==> src/rtl/booth_mult_arbiter.sv <==
// booth_mult_arbiter: round-robin shared radix-2 Booth multiplier with sign-magnitude result
module booth_mult_arbiter #(
  parameter int NREQ = 4,
  parameter int WIDTH = 4
) (
  input  logic                    clk,
  input  logic                    rst,
  input  logic [NREQ-1:0]         req_valid,
  output logic [NREQ-1:0]         req_ready,
  input  logic [NREQ*WIDTH-1:0]   req_multiplier,
  input  logic [NREQ*WIDTH-1:0]   req_multiplicand,
  output logic                    rsp_valid,
  input  logic                    rsp_ready,
  output logic [$clog2(NREQ)-1:0] rsp_id,
  output logic [2*WIDTH-1:0]      rsp_prod,
  output logic                    rsp_sign,
  output logic                    busy
);
  localparam int IW = $clog2(NREQ);
  localparam int CW = $clog2(WIDTH+1);
  typedef enum logic [1:0] {IDLE, ITER, DONE} state_t;
  state_t state, state_n;
  logic [IW-1:0] rr_ptr, gnt;
  logic found, accept, q1;
  logic [WIDTH-1:0] mpr, mcd, q;
  logic [WIDTH:0] a, m, sum;
  logic [CW-1:0] cnt;
  logic [2*WIDTH-1:0] p;
  assign sum = ({q[0], q1} == 2'b01) ? a + m : ({q[0], q1} == 2'b10) ? a - m : a;
  assign p = {a[WIDTH-1:0], q};
  assign rsp_valid = state == DONE;
  assign busy = state != IDLE;
  // round-robin pick: lowest valid index at or above rr_ptr, else lowest valid index overall
  always_comb begin
    found = 1'b0;
    gnt = '0;
    for (int i = NREQ-1; i >= 0; i--)
      if (req_valid[i]) begin
        gnt = IW'(i);
        found = 1'b1;
      end
    for (int i = NREQ-1; i >= 0; i--)
      if (req_valid[i] && IW'(i) >= rr_ptr) gnt = IW'(i);
    mpr = '0;
    mcd = '0;
    for (int i = 0; i < NREQ; i++)
      if (gnt == IW'(i)) begin
        mpr = req_multiplier[i*WIDTH +: WIDTH];
        mcd = req_multiplicand[i*WIDTH +: WIDTH];
      end
  end
  // next state and grant; ITER runs WIDTH steps plus one cycle that registers the result
  always_comb begin
    state_n = state;
    req_ready = '0;
    accept = 1'b0;
    if (state == IDLE && found && !rst) begin
      accept = 1'b1;
      req_ready = NREQ'(1) << gnt;
      state_n = ITER;
    end
    if (state == ITER && cnt == CW'(WIDTH)) state_n = DONE;
    if (state == DONE && rsp_ready) state_n = IDLE;
  end
  // state register
  always_ff @(posedge clk)
    state <= rst ? IDLE : state_n;
  // Booth datapath, result registers and round-robin pointer
  always_ff @(posedge clk) begin
    if (rst) begin
      a <= '0;
      q <= '0;
      q1 <= 1'b0;
      m <= '0;
      cnt <= '0;
      rr_ptr <= '0;
      rsp_id <= '0;
      rsp_prod <= '0;
      rsp_sign <= 1'b0;
    end else begin
      if (accept) begin
        a <= '0;
        q <= mpr;
        q1 <= 1'b0;
        m <= {mcd[WIDTH-1], mcd};
        cnt <= '0;
        rsp_id <= gnt;
      end else if (state == ITER && cnt != CW'(WIDTH)) begin
        a <= {sum[WIDTH], sum[WIDTH:1]};
        q <= {sum[0], q[WIDTH-1:1]};
        q1 <= q[0];
        cnt <= cnt + 1'b1;
      end else if (state == ITER) begin
        rsp_prod <= p[2*WIDTH-1] ? -p : p;
        rsp_sign <= p[2*WIDTH-1];
      end
      if (rsp_valid && rsp_ready) rr_ptr <= (rsp_id == IW'(NREQ-1)) ? '0 : rsp_id + 1'b1;
    end
  end
endmodule

==> config.mk <==
export PLATFORM = sky130hd
export DESIGN_NAME = booth_mult_arbiter
export DESIGN_NICKNAME = d
export VERILOG_FILES = /design/src/rtl/booth_mult_arbiter.sv
export SDC_FILE = /design/constraint.sdc
export NUM_CORES = 1
export LEC_CHECK = 0
export ABC_AREA = 0
export BUFFER_PORTS_ARGS = -buffer_cell sky130_fd_sc_hd__buf_2
export CAP_MARGIN = 10
export CORE_MARGIN = 2
export CORE_UTILIZATION = 48
export CTS_CLUSTER_SIZE = 28
export DETAILED_ROUTE_END_ITERATION = 6
export PLACE_DENSITY = 0.81
export SYNTH_ARGS = -nofsm -noshare
export SYNTH_HDL_FRONTEND = slang
export SYNTH_SLANG_ARGS = --single-unit
==> constraint.sdc <==
create_clock -name clk -period 1.8 [get_ports clk]
set_clock_uncertainty 0.05 [all_clocks]
set_input_delay 0.09 -clock clk [delete_from_list [all_inputs] [get_ports clk]]
set_output_delay 0.09 -clock clk [all_outputs]
set_load 0.05 [all_outputs]
# == Word-level counts from Yosys, hierarchy flattened ==
# Cells that the tools add are included.
# W data, S select, Z words.
# op_classes
n_addsub,5
n_lt_le_gt_ge,4
n_eq_ne,10
n_shift,1
mux,30
n_bitwise,2
reduce_logical,19
# op_table
cell,n
$mux W4,11
$mux W2,11
$eq A2 B2 Y1 const B,5
$mux W5,2
$logic_and A1 B1 Y1,9
$mux W8,1
$neg A8 Y8,1
$eq A2 B1 Y1 const B,3
$reduce_bool A2 Y1,3
$add A4 B4 Y5,1
$mux W1,5
$sub A4 B4 Y5,1
$ge A1 B2 Y1 const A,2
$ge A2 B2 Y1 const A,2
$logic_not A2 Y1,2
$reduce_or A2 Y1,2
$shl A1 B2 Y4 const A,1
$add A3 B1 Y3 const B,1
$eq A3 B3 Y1 const B,1
$ne A3 B3 Y1 const B,1
$reduce_and A3 Y1,1
$reduce_or A3 Y1,1
$add A2 B1 Y2 const B,1
$not A1 Y1,2
$logic_not A1 Y1,1
# word_totals
ff_bits,31
output_inout_bits,17

# == Depth between registers and ports, before layout ==
# Gate-level depths: netlist of the first run.
# logic_depth
depth_word,14
mapped_depth,9

# == Worst setup path before layout of the first run ==
# OpenSTA, ideal clock, no wires.
# synth_timing
kind,reg2out
startpoint,register state[0]
endpoint,output port req_ready[2]
arrival_time_ps,2610
t_required_ps,1660
setup_slack_ps,-950
path_stages_with_launch,6
cell_sequence,dfxtp_1 -> or2_2 -> or2_1 -> buf_4 -> nor4_4 -> a21boi_0
# synth_via
elab_chain_len,4
# synth_lines
element,line,source
start: declaration,22,"state_t state, state_n;"
start signal: assignment,67,state <= rst ? IDLE : state_n;
$logic_not A2 Y1,57,if (state == IDLE && found && !rst) begin
$logic_and A1 B1 Y1 (2 in series),57,
$mux W4,57,
end: declaration,9,"output logic [NREQ-1:0] req_ready,"
# Every way passes these cells.

# == Worst setup path after layout of the first run ==
# layout_timing
startpoint,register rr_ptr[1]
endpoint,register q[2]
# layout_via
elab_chain_len,12
word_cells_on_any_way,21
# layout_lines
element,line,source
start: declaration,23,"logic [IW-1:0] rr_ptr, gnt;"
start signal: assignment,97,if (rsp_valid && rsp_ready) rr_ptr <= (rsp_id == IW'(NREQ-1)) ? '0 : rsp_id + 1'b1;
$ge A2 B2 Y1,43,if (req_valid[i] && IW'(i) >= rr_ptr) gnt = IW'(i);
$logic_and A1 B1 Y1,43,
$mux W2 (3 in series),43,
$mux W2 *,43,
$logic_not A2 Y1,47,if (gnt == IW'(i)) begin
$mux W4 (3 in series),47,
$mux W4 *,47,
$mux W4 *,81,if (accept) begin
end signal: assignment,83,q <= mpr;
end signal: assignment,90,"q <= {sum[0], q[WIDTH-1:1]};"
end: declaration,25,"logic [WIDTH-1:0] mpr, mcd, q;"
# Every way passes the cells marked *; elsewhere a longest branch is shown, timed or not.
# A chain may end at the register's enable or synchronous reset.

==> results of run 1 <==
cells in the final DEF, fill, tap and decap left out, types with 3 or more instances in the layout:
cell type | synthesis | routed
a211oi_1 | 8 | 7
a21oi_1 | 25 | 24
a221o_1 | 4 | 4
buf_2 | 1 | 51
buf_4 | 1 | 38
buf_6 | 1 | 5
clkbuf_8 | 0 | 5
dfxtp_1 | 31 | 22
dfxtp_2 | 0 | 5
dfxtp_4 | 0 | 4
ha_1 | 14 | 9
ha_4 | 0 | 3
inv_1 | 16 | 11
inv_2 | 0 | 4
mux2_4 | 4 | 6
mux2i_1 | 4 | 3
nand2_1 | 29 | 26
nand2b_1 | 9 | 7
nand4_1 | 6 | 6
nor2_1 | 18 | 15
nor2_2 | 1 | 3
nor2b_1 | 6 | 4
nor3_1 | 7 | 5
o21a_1 | 3 | 3
o21ai_0 | 10 | 8
o21ai_1 | 1 | 3
o31ai_1 | 7 | 7
or2_4 | 0 | 3
xnor2_1 | 4 | 4
xor2_1 | 3 | 3
timing repair:
item	4_1_cts	5_1_grt
resized for setup	25	45
setup buffers	0	8
pin swaps	2	17
setup endpoints to repair	16	16
path summary, 6_finish.rpt:
path                            slack [ps]     endpoint  depth (start not counted)               start
worst max-delay path                   -90         q[2]                          6           rr_ptr[1]
worst min register to register         430  rsp_prod[0]                          2         rsp_prod[0]
worst max register to register         -90         q[2]                          6           rr_ptr[1]
worst min-delay path                    50         q[3]                          3  req_multiplier[15]
sequential cells by signal, summed over array words and instances, names as in the netlist:
signal / cells
a: 4
cnt: 3
m: 4
q: 4
q1: 1
rr_ptr: 2
rsp_id: 2
rsp_prod: 8
rsp_sign: 1
state: 2
Yosys cell counts (2+ instances only):
library cell	count	share of area (%)
a2111oi_0	2	0.81
a211o_1	2	0.81
a211oi_1	8	2.8
a21oi_1	25	5.8
a221o_1	4	1.8
a311oi_1	2	0.81
a31o_2	2	0.81
clkbuf_1	6	1.0
dfxtp_1	31	29
fa_1	2	1.8
ha_1	14	8.1
inv_1	16	2.8
mux2_2	2	1.0
mux2_4	4	2.8
mux2i_1	4	1.8
nand2_1	29	5.0
nand2b_1	9	2.6
nand3_1	3	0.69
nand4_1	6	1.7
nor2_1	18	3.1
nor2b_1	6	1.7
nor3_1	7	1.6
nor4_1	2	0.58
o21a_1	3	1.0
o21ai_0	10	2.3
o311ai_0	2	0.81
o31a_1	2	0.81
o31ai_1	7	2.4
o41ai_1	2	0.81
or2_2	2	0.58
or3_1	2	0.58
xnor2_1	4	1.6
xor2_1	3	1.2
cell families after synthesis:
kind of cell    Yosys count
simple gates             91
compound gates           81
flops                    31
buf+inv                  26
fa+ha+maj                16
mux                      10
xor+xnor                  7
per-stage QoR:
stage | util [%] | hold WS (ps) | total power (W) | instance area (um2) | TNS, ps
after floorplan | - | 192 | 0.00104 | 2210 | -65.8
final | 72.3 | 48.4 | 0.00196 | 3150 | -242
after CTS | 67.0 | 22.0 | 0.00188 | 2920 | -195
after detailed placement | 63.1 | 318 | 0.00121 | 2750 | -251
after global placement | 63.1 | 316 | 0.00120 | 2750 | 0
after global routing | 72.3 | 50.2 | 0.00204 | 3150 | -662
routing by layer:
layer / GRT usage [%] / wire [um] / vias to the layer above
met1: 29.8 / 2610 / 1078
met2: 42.4 / 3670 / 120
met5: 0 / 0 / -
met3: 5.70 / 437 / 32
met4: 11.1 / 266 / 0
li1: - / - / 1140
report_power, final:
part	switching [W]	internal (W)	leakage, nW
registers	0.0000331	0.000710	0.257
logic	0.000303	0.000267	0.997
clock network	0.000245	0.000405	0.0513
final cells by class:
class | instances | area [um2]
clock buffers | 6 | 72.6
clock inverters | 1 | 30.0
fillers | 299 | 1200
inverters | 16 | 62.6
multi-input cells | 205 | 1660
flip-flops and latches | 31 | 642
well taps | 52 | 65.1
repair buffers | 95 | 617
worst reg2reg max path, delay by kind of cell, from the launching register on:
kind / cells / cell delay, ps
compound gates: 3 / 810
simple gates: 1 / 70
flops: 1 / 410
buf+inv: 1 / 140
mux: 1 / 280
==> out/metrics.cfg, run 1 <==
[cts]
cts_tree=yes
htreeDepth=2
cts_sinks=31
cts_buffers=5
clkTransAtPathRegs_ps=60
insertion_delay_ps=280
clock_tree.root_cell=clkbuf_8
clock_path_buffers=2
ctsHoldBuffers=0

[route]
drc=0
vias=2370
first_pass_iters=4
wl_per_cell_um=17.2
routed_wl_um=6980
drt.antenna.violating_nets=0
drt_iter0_drc=176
vias_per_cell=5.84

[sta]
finalCriticalPeriod_ps=1890
hold_viol_final=0
fmax_mhz=530
slew_headroom_pct=70.4
worst_pin_slew_ps=445
finalCritPeriodShare_pct=105
setup_viol=5
rsz0062_at_grt=true
layout_setup_ws_ps=-87.4
slew_viol_final=0

[job]
maxCapViolCount=0

[die]
fp.dieArea_mm2=0.00506
die_w_um=71.2
start_util_pct=49.7
dieHeight_um=71.2
core_area_mm2=0.00435
num_io_pins=56
rows=24

[yosys]
syn-cell-area_mm2=0.00216
syn_avg_cell_area_um2=8.26
synth_cell_types=54
synth_ff_type=dfxtp_1
synth_seq_cells=31
synthSimpleGateAreaFrac_pct=21.6
synth_compound_gate_area_share_pct=26.2
synth_fp_nets=317
synth_cells=262
yosysWarnings=0
synthAdderAreaFrac_pct=9.94
synth-edff-count=0
seq_area_frac_synth_pct=28.7
synth_xor_area_share_pct=2.83
synth_top_family_by_area=compound AO/OA/AOI/OAI gates
synth_mux_area_share_pct=5.66
synthArstFlopShare_pct=0

[cells_and_area]
drive_above_1_share_pct=46.3
nNetsFinal=409
n_antenna_cell=0
syn_to_final_growth_pct=45.5
instances_no_fill=406

[critical_path]
path_max_fanout=6
path_buf_inv=1
worstPathCellList=mux2i_4 > nor2_4 > buf_4 > o31a_1 > a2111oi_2 > a211oi_1
critPathCaptureType=flop
crit_slowest_cell=dfxtp_4
slowest_delay_ps=410
critPathArrivalTime_ps=1980
crit_path_start_kind=flop
crit_required_ps=1890
path_class=flop to flop
cp_top_family=compound AO/OA/AOI/OAI gates

[power_and_ir_drop]
max-vdd-ir-drop_mv=0.352
power_density_mw_per_mm2=624
p_leak_nw=1.31

[outcome]
status=finished with violations
violations=setup timing

[place]
pre_cts_ws_ps=-58.8
dp_cells=391
place.detailed.hpwl_um=4590
gp_congestion=0.932
numPortBuffers=55

[grt]
grt_pass1_wl_um=10000
grt_use_total_pct=24.9
grt_max_degree=22
antenna_found_initial=0
grt_pass1_vias=2252
grt_overflow_total=0

[worst_hold_path]
hp-class=input port to flop

Note: power is estimated with default switching activity, not from simulation.
==> run 2, diff against run 1 <==
CORE_MARGIN = 10   (was 2)
==> run 2 against run 1 <==
- non-clock buffer count is 6 higher
- hold slack worse by 4.8 ps
- the run still ends with setup timing left
- clock power is 3.5% lower
- largest cell class unchanged
- die area is 50% higher
- total power is 0.93% lower
- wire length is 7.9% higher
- global-route usage is 6.6 points lower
- register-to-register slack worse by 110 ps
- final cell count is 1.7% higher
- via count is 2.9% higher
- setup slack worse by 140 ps
- combinational power is 1% higher
==> out/metrics.cfg, run 2 (synthesis gave the netlist of run 1 again) <==
[critical_path]
path_class=flop to output port
r2r-end=m[2]
reg2reg_slack_ps=-200  ; -110 ps
critPathCaptureType=output port
crit_top_cell=buf_4
slowest_delay_ps=370  ; -40 ps
worst-path-stages=7  ; +1
worstPathCellList=nand2_1 > a311oi_2 > buf_4 > buf_4 > nor4_4 > a21boi_4 > buf_6
crit_path_start_kind=flop
crit_required_ps=1660  ; -230 ps
endpoint=req_ready[2]
crit_slowest_cell=dfxtp_4
path_max_fanout=5  ; -1
cp_top_family=buffers and inverters
r2r_start=rr_ptr[1]
path_buf_inv=3  ; +2
worstSetupStartpoint=rr_ptr[1]
r2r_cells=8  ; +2
critPathArrivalTime_ps=1890  ; -90 ps

[power_and_ir_drop]
power_density_mw_per_mm2=605  ; -3.0%
p_int_w=0.00133  ; -3.6%
p_leak_nw=1.32  ; +1.0%
p_switching_w=0.000612  ; +5.3%
power_frac_seq_pct=38.2  ; +0.3 points
pwr-share-clk_pct=32.2  ; -0.9 points
max-vdd-ir-drop_mv=0.360  ; +2.5%
sw_frac_of_total_pct=31.5  ; +1.9 points
power.total_w=0.00195  ; -0.93%
combPwrFrac_pct=29.6  ; +0.6 points

[sta]
slew_viol_final=0  ; unchanged
setup_viol=12  ; +7
fin_setup_tns_ps=-1640  ; -1400 ps
worst_pin_slew_ps=476  ; +31.4 ps
whs_ps=43.6  ; -4.81 ps
slew_headroom_pct=68.3  ; -2.1 points
fmax_mhz=493  ; -6.9%
finalCritPeriodShare_pct=113  ; +7.7 points
hold_viol_final=0  ; unchanged
rsz0062_at_grt=true
layout_setup_ws_ps=-227  ; -139 ps
finalCriticalPeriod_ps=2030  ; +139 ps

[grt]
grt_pass1_vias=2502  ; +11%
grt_pass1_wl_um=11500  ; +15%
grt_overflow_total=0  ; unchanged
grt_max_degree=22  ; unchanged
grt_use_total_pct=18.3  ; -6.6 points
antenna_found_initial=0  ; unchanged

[cts]
clock_path_buffers=2  ; unchanged
cts_tree=yes
clkTransAtPathRegs_ps=70  ; about the same
insertion_delay_ps=290  ; about the same
cts_buffers=5  ; unchanged
cts_sinks=31  ; unchanged
clock_tree.root_cell=clkbuf_8
ctsHoldBuffers=0  ; unchanged
htreeDepth=2  ; unchanged

[cells_and_area]
nNetsFinal=415  ; +1.5%
utilization_pct=73.9  ; +1.6 points
layout.area.seq_um2=633  ; -1.4%
mostFrequentLayoutCell=buf_2
final_area_mm2=0.00322  ; +2.1%
drive_above_1_share_pct=47.1  ; +0.76 points
nFillCells=291  ; -2.7%
mostFrequentLayoutCells=51 x buf_2, 41 x buf_4, 27 x nand2_1
n_antenna_cell=0  ; unchanged
syn_to_final_growth_pct=48.6
multi_input_area_mm2=0.00166  ; about the same
largest_register_ffs=8  ; unchanged
regMostFlops=rsp_prod

[route]
wl_met2_um=3650  ; -0.52%
drt.antenna.violating_nets=0  ; unchanged
drc=0  ; unchanged
first_pass_iters=5  ; +1
wl_per_cell_um=18.2  ; +6.1%
routed_wl_um=7530  ; +7.9%
drt_iter0_drc=171  ; -2.8%
vias=2439  ; +2.9%
wl_met3_um=544  ; +24%
highest_layer=met4
wl_met1_um=3110  ; +19%
vias_per_cell=5.91  ; +1.2%

[place]
gp_congestion=0.888  ; -4.7%
numPortBuffers=55  ; unchanged
postPlaceCellArea_mm2=0.00276  ; +0.27%
place.detailed.hpwl_um=5000  ; +8.9%

[die]
die_w_um=87.2  ; +22%
dieHeight_um=87.2  ; +22%
rows=24  ; unchanged
start_util_pct=49.7  ; unchanged
fp.dieArea_mm2=0.00760  ; +50%
num_io_pins=56  ; unchanged
core_area_mm2=0.00435  ; unchanged

[job]
maxCapViolCount=0  ; unchanged

[outcome]
status=finished with violations
violations=setup timing

[worst_hold_path]
hp-class=input port to flop

## run 2: how the worst min path moves through the flow
stage                        from         to  slack, ps  depth (start not counted)
6_report       req_multiplier[11]       q[3]         40                          3
3_5_place_dp   req_multiplier[15]       q[3]        320                          3
5_1_grt        req_multiplier[15]       q[3]         50                          3
3_3_place_gp   req_multiplier[15]       q[3]        320                          3
2_1_floorplan           rsp_ready  rr_ptr[1]        190                          2
4_1_cts        req_multiplier[15]       q[3]         10                          3
## run 2: what timing repair did
action	4_1_cts	5_1_grt
setup endpoints to repair	14	16
buffers inserted	10	3
gates resized for setup	30	36
pin swaps	5	12
cloned	0	0
## run 2: cell type report
class,instances,share of cell area (%)
clock buffers,7,2.99
well taps,52,2.02
multi-input cells,205,51.7
repair buffers,101,21.5
clock inverters,1,0.233
inverters,16,1.87
flip-flops and latches,31,19.7
## run 2: tightest hold or removal path, delay by kind of cell
family | cells | cell delay (ps)
buf+inv | 1 | 100
compound gates | 1 | 90
simple gates | 1 | 70
## run 2: routing by layer
metal	vias to the layer above	global-route usage (%)
li1	1153	-
met1	1135	22.5
met2	123	29.4
met3	28	4.49
met4	0	7.97
met5	-	0
## run 2: power groups by stage
stage | Combinational [W] | Sequential [W] | Clock [W]
2_1_floorplan | 0.000284 | 0.000755 | 0
3_3_place_gp | 0.000444 | 0.000754 | 0
3_5_place_dp | 0.000455 | 0.000756 | 0
4_1_cts | 0.000501 | 0.000740 | 0.000629
5_1_grt | 0.000624 | 0.000746 | 0.000660
6_report | 0.000576 | 0.000742 | 0.000627
## run 2: metrics by stage
stage,setup WS [ps],std cells
after CTS,-184,410
after detailed placement,-82.5,392
after floorplan,-65.8,262
final,-227,413
after global placement,5.07,392
after global routing,-262,413
